==> config.mk <==
export PLATFORM = sky130hd
export DESIGN_NAME = unidade_controle_genius_param
export DESIGN_NICKNAME = d
export VERILOG_FILES = /design/src/rtl/unidade_controle_genius_param.sv
export SDC_FILE = /design/constraint.sdc
export NUM_CORES = 1
export LEC_CHECK = 0
export BUFFER_PORTS_ARGS = -buffer_cell sky130_fd_sc_hd__buf_2
export CORE_MARGIN = 3
export CORE_UTILIZATION = 45
export DETAILED_ROUTE_END_ITERATION = 7
export GPL_TIMING_DRIVEN = 0
export PLACE_DENSITY = 0.65
export SYNTH_ARGS = -nofsm -noshare
export SYNTH_HDL_FRONTEND = slang
export SYNTH_SLANG_ARGS = --single-unit
==> constraint.sdc <==
create_clock -name clock -period 4.2 [get_ports clock]
set_input_delay 0.42 -clock clock [delete_from_list [all_inputs] [get_ports clock]]
set_output_delay 0.42 -clock clock [all_outputs]
set_load 0.02 [all_outputs]
==> src/rtl/unidade_controle_genius_param.sv <==
// -----------------------------------------------------------------------------
// unidade_controle_genius_param
//
// Control unit for the memory-game datapath. A single block holds the sequence
// counter (S), the address counter (E), the LED show timers, the per-play
// timeout and the lives counter. Game length is selectable (short/full),
// several lives are available (an error replays the current round), and a
// timeout is reported separately from a wrong play.
//
// Ports
//   clock          system clock, all state on rising edge
//   reset_n        synchronous active-low reset
//   iniciar        start/restart request, honoured in INICIAL and FIM states
//   nivel          0 = short game (2^(ADDR_W-1) items), 1 = full (2^ADDR_W)
//   tem_jogada     one-cycle pulse: a valid play is on the datapath
//   jogada_igual   comparator result, valid in COMPARA
//   endereco       memory address (counter E)
//   sequencia      last index of the current round (counter S)
//   zeraR          clear play register
//   registraR      load play register
//   leds_acesos    high while a memory item is shown
//   estado_espera  high while waiting for a play
//   vidas          lives remaining
//   acertou        game won
//   errou          game lost
//   errou_timeout  sticky: last life lost was a timeout
//   pronto         game over (won or lost)
//   db_estado      current state code
//
// State table
//   state        | code | meaning
//   INICIAL      | 00   | idle after reset, waiting for iniciar
//   PREPARA      | 01   | clear counters, restore lives, latch level
//   MOSTRA_ON    | 02   | item E lit for LED_ON_CYCLES
//   MOSTRA_OFF   | 03   | dark gap for LED_OFF_CYCLES
//   PROX_LED     | 04   | advance E to next item to show
//   ZERA_END     | 05   | rewind E before the player repeats the round
//   ESPERA       | 06   | waiting for a play, timeout running
//   REGISTRA     | 07   | load the play register
//   COMPARA      | 08   | evaluate comparator result
//   PROX_JOGADA  | 09   | advance E to next expected play
//   PROX_SEQ     | 0A   | round complete, extend sequence
//   PERDE_VIDA   | 0B   | life lost (wrong play or timeout)
//   FIM_ACERTO   | 0C   | game won
//   FIM_ERRO     | 0D   | no lives left
// -----------------------------------------------------------------------------
module unidade_controle_genius_param #(
    parameter int ADDR_W         = 4,
    parameter int LED_ON_CYCLES  = 500,
    parameter int LED_OFF_CYCLES = 250,
    parameter int TIMEOUT_CYCLES = 5000,
    parameter int MAX_LIVES      = 3
) (
    input  logic              clock,
    input  logic              reset_n,
    input  logic              iniciar,
    input  logic              nivel,
    input  logic              tem_jogada,
    input  logic              jogada_igual,
    output logic [ADDR_W-1:0] endereco,
    output logic [ADDR_W-1:0] sequencia,
    output logic              zeraR,
    output logic              registraR,
    output logic              leds_acesos,
    output logic              estado_espera,
    output logic [2:0]        vidas,
    output logic              acertou,
    output logic              errou,
    output logic              errou_timeout,
    output logic              pronto,
    output logic [4:0]        db_estado
);

    localparam int MAX_ON_OFF = (LED_ON_CYCLES > LED_OFF_CYCLES) ? LED_ON_CYCLES : LED_OFF_CYCLES;
    localparam int MAX_CNT    = (MAX_ON_OFF > TIMEOUT_CYCLES) ? MAX_ON_OFF : TIMEOUT_CYCLES;
    localparam int TMR_W      = $clog2(MAX_CNT + 1);

    localparam logic [TMR_W-1:0]  TC_ON      = TMR_W'(LED_ON_CYCLES - 1);
    localparam logic [TMR_W-1:0]  TC_OFF     = TMR_W'(LED_OFF_CYCLES - 1);
    localparam logic [TMR_W-1:0]  TC_TIMEOUT = TMR_W'(TIMEOUT_CYCLES - 1);
    localparam logic [TMR_W-1:0]  TMR_SAT    = TMR_W'(MAX_CNT);
    localparam logic [ADDR_W-1:0] LAST_FULL  = '1;
    localparam logic [ADDR_W-1:0] LAST_SHORT = ADDR_W'((1 << (ADDR_W - 1)) - 1);
    localparam logic [2:0]        VIDAS_INI  = 3'(MAX_LIVES);

    typedef enum logic [4:0] {
        INICIAL     = 5'h00,
        PREPARA     = 5'h01,
        MOSTRA_ON   = 5'h02,
        MOSTRA_OFF  = 5'h03,
        PROX_LED    = 5'h04,
        ZERA_END    = 5'h05,
        ESPERA      = 5'h06,
        REGISTRA    = 5'h07,
        COMPARA     = 5'h08,
        PROX_JOGADA = 5'h09,
        PROX_SEQ    = 5'h0A,
        PERDE_VIDA  = 5'h0B,
        FIM_ACERTO  = 5'h0C,
        FIM_ERRO    = 5'h0D
    } estado_t;

    estado_t           r_estado;
    estado_t           w_prox;
    logic [TMR_W-1:0]  r_timer;
    logic [ADDR_W-1:0] r_end;
    logic [ADDR_W-1:0] r_seq;
    logic [2:0]        r_vidas;
    logic              r_nivel;
    logic              r_errou_timeout;

    logic [ADDR_W-1:0] w_last;
    logic              w_end_fim;
    logic              w_muda;

    assign w_last    = r_nivel ? LAST_FULL : LAST_SHORT;
    assign w_end_fim = (r_end == r_seq);
    assign w_muda    = (w_prox != r_estado);

    // -------------------------------------------------------------------------
    // State, timer and counters.
    // Counter updates are applied on entry to the state that owns them, so the
    // new value is already visible while that state is displayed.
    // -------------------------------------------------------------------------
    always_ff @(posedge clock) begin
        if (!reset_n) begin
            r_estado        <= INICIAL;
            r_timer         <= '0;
            r_end           <= '0;
            r_seq           <= '0;
            r_vidas         <= VIDAS_INI;
            r_nivel         <= 1'b0;
            r_errou_timeout <= 1'b0;
        end else begin
            r_estado <= w_prox;

            if (w_muda) begin
                r_timer <= '0;
            end else if (r_timer != TMR_SAT) begin
                r_timer <= r_timer + TMR_W'(1);
            end

            if (r_estado == PREPARA) begin
                r_nivel <= nivel;
            end

            if (w_muda) begin
                case (w_prox)
                    PREPARA: begin
                        r_end           <= '0;
                        r_seq           <= '0;
                        r_vidas         <= VIDAS_INI;
                        r_errou_timeout <= 1'b0;
                    end
                    PROX_LED, PROX_JOGADA: begin
                        if (!w_end_fim) begin
                            r_end <= r_end + ADDR_W'(1);
                        end
                    end
                    ZERA_END: begin
                        r_end <= '0;
                    end
                    PROX_SEQ: begin
                        r_end <= '0;
                        if (r_seq != w_last) begin
                            r_seq <= r_seq + ADDR_W'(1);
                        end
                    end
                    PERDE_VIDA: begin
                        if (r_vidas != 3'd0) begin
                            r_vidas <= r_vidas - 3'd1;
                        end
                        // Only the ESPERA exit is a timeout; COMPARA exit is a wrong play.
                        r_errou_timeout <= (r_estado == ESPERA);
                    end
                    MOSTRA_ON: begin
                        // Replay of the round after a lost life starts from item 0.
                        if (r_estado == PERDE_VIDA) begin
                            r_end <= '0;
                        end
                    end
                    default: begin
                    end
                endcase
            end
        end
    end

    // -------------------------------------------------------------------------
    // Next state and Moore outputs.
    // -------------------------------------------------------------------------
    always_comb begin
        w_prox        = r_estado;
        zeraR         = 1'b0;
        registraR     = 1'b0;
        leds_acesos   = 1'b0;
        estado_espera = 1'b0;
        acertou       = 1'b0;
        errou         = 1'b0;
        pronto        = 1'b0;

        case (r_estado)
            INICIAL: begin
                zeraR = 1'b1;
                if (iniciar) begin
                    w_prox = PREPARA;
                end
            end
            PREPARA: begin
                zeraR  = 1'b1;
                w_prox = MOSTRA_ON;
            end
            MOSTRA_ON: begin
                leds_acesos = 1'b1;
                if (r_timer == TC_ON) begin
                    w_prox = MOSTRA_OFF;
                end
            end
            MOSTRA_OFF: begin
                if (r_timer == TC_OFF) begin
                    w_prox = w_end_fim ? ZERA_END : PROX_LED;
                end
            end
            PROX_LED: begin
                w_prox = MOSTRA_ON;
            end
            ZERA_END: begin
                w_prox = ESPERA;
            end
            ESPERA: begin
                estado_espera = 1'b1;
                // A play arriving on the last allowed cycle still counts.
                if (tem_jogada) begin
                    w_prox = REGISTRA;
                end else if (r_timer == TC_TIMEOUT) begin
                    w_prox = PERDE_VIDA;
                end
            end
            REGISTRA: begin
                registraR = 1'b1;
                w_prox    = COMPARA;
            end
            COMPARA: begin
                if (!jogada_igual) begin
                    w_prox = PERDE_VIDA;
                end else if (!w_end_fim) begin
                    w_prox = PROX_JOGADA;
                end else if (r_seq == w_last) begin
                    w_prox = FIM_ACERTO;
                end else begin
                    w_prox = PROX_SEQ;
                end
            end
            PROX_JOGADA: begin
                w_prox = ESPERA;
            end
            PROX_SEQ: begin
                w_prox = MOSTRA_ON;
            end
            PERDE_VIDA: begin
                // r_vidas was already decremented on entry.
                w_prox = (r_vidas == 3'd0) ? FIM_ERRO : MOSTRA_ON;
            end
            FIM_ACERTO: begin
                acertou = 1'b1;
                pronto  = 1'b1;
                if (iniciar) begin
                    w_prox = PREPARA;
                end
            end
            FIM_ERRO: begin
                errou  = 1'b1;
                pronto = 1'b1;
                if (iniciar) begin
                    w_prox = PREPARA;
                end
            end
            default: begin
                w_prox = INICIAL;
            end
        endcase
    end

    assign endereco      = r_end;
    assign sequencia     = r_seq;
    assign vidas         = r_vidas;
    assign errou_timeout = r_errou_timeout;
    assign db_estado     = r_estado;

endmodule

After elaboration in Yosys (flattened, before gate mapping)

Cells that the tools add are included.

Register bits after elaboration: 31
Input bits: 6
Output and inout port bits: 24

$add $sub $neg: 4
Equality and inequality tests: 32
Mux-type cells: 27
Bitwise operators: 1
Reductions and logical operators: 18

Operators with widths:

| kind                                                 | number |
|---|---|
| equality test 5 x 4 -> 1 bit, second input constant  | 9 |
| case mux 5 bit (9 select lines)                      | 1 |
| equality test 5 x 3 -> 1 bit, second input constant  | 6 |
| two-way mux 5 bit                                    | 5 |
| two-way mux 4 bit                                    | 5 |
| equality test 5 x 2 -> 1 bit, second input constant  | 3 |
| adder 13 x 1 -> 13 bit, second input constant        | 1 |
| equality test 13 bit, second input constant          | 1 |
| equality test 13 x 8 -> 1 bit, second input constant | 1 |
| equality test 13 x 9 -> 1 bit, second input constant | 1 |
| != test 13 bit, second input constant                | 1 |
| two-way mux 3 bit                                    | 4 |
| case mux 4 bit (3 select lines)                      | 1 |
| equality test 5 x 1 -> 1 bit, second input constant  | 2 |
| OR reduction 2 bit                                   | 5 |
| OR reduction 3 bit                                   | 3 |
| adder 4 x 1 -> 4 bit, second input constant          | 2 |
| equality test 4 bit                                  | 2 |
| two-way mux 1 bit                                    | 8 |
| != test 2 bit, second input constant                 | 4 |
| case mux 4 bit (2 select lines)                      | 1 |
| case mux 3 bit (2 select lines)                      | 1 |
| AND reduction 3 bit                                  | 2 |
| nonzero test 3 bit                                   | 2 |
| other kinds (10)                                     | 11 |

Logic depth before layout (Yosys ltp)

Depth after elaboration: 10
Gate-level depth with buffers: 11
Gate-level depth less buffers: 9

Least setup slack after synthesis

Ideal clock, no wire load.

Path kind: register to register
Start point: register r_estado[3] (netlist: db_estado[3])
End point: register r_seq[3] (netlist: sequencia[3])
Library setup time: 70 ps
Arrival: 2699 ps
Setup slack: 1431 ps
Cell stages (with the launch flop): 9
Buffers on the path: 1
Path through: dfxtp_1 clkbuf_1 nor3_1 o211ai_1 o311ai_2 nor4b_4 mux2_4 or4_1 a21oi_1

Longest elaborated chain between the ends: 6
Elaborated cells on any way between the ends: 30

Ends and longest elaborated chain:

| element                                                                      | RTL line | text |
|---|---|---|
| from (decl)                                                                  | 103      | `estado_t r_estado;` |
| from (signal assigned)                                                       | 135      | `r_estado <= w_prox;` |
| equality test 5 x 4 -> 1 bit, or another cell as far along                   | 202      | `case (r_estado)` |
| OR reduction 3 bit (no line), or another cell as far along                   | n/a      |  |
| case mux 5 bit (9 select lines)                                              | 202      |  |
| equality test 5 x 4 -> 1 bit or equality test 5 x 1 -> 1 bit (tied branches) | 148      | `case (w_prox)` |
| != test 2 bit (no line) or nonzero test 2 bit (tied branches)                | n/a      |  |
| AND reduction 3 bit (no line)                                                | n/a      |  |
| to (signal assigned)                                                         | 166      | `r_seq <= r_seq + ADDR_W'(1);` |
| to (decl)                                                                    | 107      | `logic [ADDR_W-1:0] r_seq;` |

Parallel ways exist; a longest one is shown, timed or not.
A chain may end at the register's enable or synchronous reset.

Worst setup path after layout

Same ends and word-level chain as after synthesis.

==> run summary <==
most frequent cell after synthesis - dfxtp_1
Max-cap violations - 0
RR Startpoint - db_estado[3]
Max Slew Vio Count - 0
Async SR Flop Fraction - 0%
required time worst endpoint - 4410 ps
kind of critical path - reg2reg
CTS tree - built
total setup buffers inserted after CTS - 0
final-stage net count - 297
RSZ-0062 raised after global routing - false
EDFF count, synth - 0
die width - 73.9 um
worst-skew pair later-pin latency - 280 ps
Worst R2R Setup Slack - 1050 ps
drt first pass iters - 4
final wirelength - 4.94 mm
clk buf depth - 2
setup violators final - 0
slew at the pin closest to its max-slew limit - 928 ps
row cnt - 24
initial antenna violation count - 0
Synth Register Bits - 31
Worst Setup Start Kind - flip-flop
WHS Path Cells - 3
Remaining DRCs - 0
clock sinks - 31
pwr dens - 284 nW/um^2
clock tree root driver cell - clkbuf_8
Synth Warn # - 0
Hold Violations, Final - 0
CTS H-tree depth - 2
CTS Buf Count - 5
worst hold margin - 384 ps
post-synth cell types - 64
Hold Path End - r_nivel
Worst path top cell family by delay - simple AND/OR/NAND/NOR gates
slew margin rel. - 37.2%
CP Max Fanout - 10
core box area - 4410 um^2
worst hold start - nivel
vias in the first global route - 1691
max frequency - 317 MHz
critical path's slowest cell - nor4b_4
status - complete, no violations
Final period util - 75.0%
Vias/cell - 5.76
Period minus WS final - 3150 ps
area grow syn2layout - 15.8%
TNS Setup - 0 ps
r2r worst-path depth - 8
synth cell count leaders - dfxtp_1 (31), nor2_1 (27), nand2_1 (16)
Detailed Route Iter0 Violations - 82
Antenna diodes - 0
post-synthesis cell area - 2080 um^2
post-synthesis area per instance - 8.37 um^2
most area-consuming cells after synthesis - dfxtp_1 (30%), xnor2_1 (5.1%), nor2_1 (4.9%)
io pins - 30
die height - 73.9 um
post-cts hold buffer count - 0
Post-DP HPWL - 3.75 mm
post-synth top area share - 29.9%
Global Route Usage Sum - 19.3%
syn nets - 261
Leak - 0.956 nW
Critical Path, Cell by Cell - clkbuf_1, nor3_1, o211ai_1, o311ai_2, nor4b_4, mux2_4, or4_1, a21oi_1
Final GP Congestion - 0.854
initial core utilization - 47.0%
ys flop type - dfxtp_1
first-pass GRT wire length - 8.18 mm
crit path DAT - 3360 ps
Reg clk slew, reported paths - 60 ps
total congestion overflow - 0
DR WL/cell - 14.7 um
share of cells above drive strength 1 - 21.8%
via count - 1940
# resized after CTS - 0
largest area contributor in the netlist - dfxtp_1
total die area - 5460 um^2
Mapped Cells - 248
Peak VDD IR - 0.000219 V
Post-DRT Antenna Nets - 0
port bufs - 29
Reg2Reg Capture Point - sequencia[3]
clock skew - 6.56 ps
sequential-to-total area share from yosys stat - 29.9%
pin count of the biggest net entering global routing - 11
worst hold path class - in2reg
crit-path max cell delay - 560 ps
endpoint type of the worst setup path - flip-flop
Critical path buffers and inverters - 1
-- worst max path at each step --
stage | start | end | slack (ps) | depth (start not counted)
final | db_estado[3] | sequencia[3] | 1050 | 8
after global routing | db_estado[3] | sequencia[3] | 880 | 8
after CTS | db_estado[0] | sequencia[3] | 1070 | 8
after detailed placement | db_estado[0] | sequencia[3] | 1100 | 8
after global placement | db_estado[0] | sequencia[3] | 1100 | 8
after floorplan | db_estado[3] | sequencia[3] | 1430 | 8
-- metal layers --
metal / vias up / GRT usage [%] / share of wire, %
met5: - / 0 / 0
met4: 0 / 5.43 / 1.1
met3: 6 / 4.38 / 4.1
met2: 34 / 29.7 / 45
met1: 918 / 27.1 / 50
li1: 982 / - / -
-- power breakdown --
group	internal, mW	switching (mW)
Combinational	0.0287	0.0444
Sequential	0.299	0.00694
Clock	0.192	0.110
-- cell usage in the layout, fill, tap and decap left out, types with 4 or more instances in the layout --
master / count
o21ai_0: 5
or3_1: 6
nand3b_1: 6
nor2b_1: 5
buf_2: 30
nor3_1: 6
xor2_1: 8
nor2_1: 27
nand3_1: 14
xnor2_1: 12
clkbuf_8: 6
dfxtp_1: 31
ha_1: 7
a21oi_1: 11
nand2_1: 16
or2_2: 4
inv_1: 10
nand2b_1: 6
o211ai_1: 4
-- stage by stage --
step / instances / total power, mW / util, % / setup slack, ps / cell area [um^2]
2_1_floorplan: 248 / 0.365 / - / 1430 / 2080
3_5_place_dp: 329 / 0.386 / 51.8 / 1100 / 2290
4_1_cts: 337 / 0.691 / 54.5 / 1070 / 2400
3_3_place_gp: 329 / 0.385 / 51.8 / 1100 / 2290
5_1_grt: 337 / 0.716 / 54.5 / 879 / 2400
6_report: 337 / 0.682 / 54.5 / 1050 / 2400
-- kinds of logic after synthesis --
kind of cell    count (synthesis)  synth area share (%)
fa+ha+maj                       7                  4.22
flops                          31                  29.9
buf+inv                        18                  4.22
compound gates                 47                  16.7
xor+xnor                       20                  8.44
other cells                     1                 0.181
mux                             3                  1.69
simple gates                  121                  34.7
-- worst register-to-register path, cell delays in order (launching register included) --
cell,delay [ps]
dfxtp_1,460
clkbuf_1,380
nor3_1,80
o211ai_1,380
o311ai_2,240
nor4b_4,560
mux2_4,380
or4_1,470
a21oi_1,140
-- layout make-up --
cell class	instances	area, um^2
multi-input cells	199	1370
plain buffers	7	46.3
fillers	448	2010
flip-flops and latches	31	621
clock buffers	6	82.6
inverters	11	41.3
repair buffers	29	145
well taps	52	65.1
clock inverters	2	35.0
-- flip-flops by register name, indices dropped and copies added (netlist names) --
| register | cells |
|---|---|
| db_estado | 5 |
| sequencia | 4 |
| vidas | 3 |
| r_nivel | 1 |
| endereco | 4 |
| r_timer | 13 |
| errou_timeout | 1 |
Note: power is estimated with default switching activity, not from simulation.
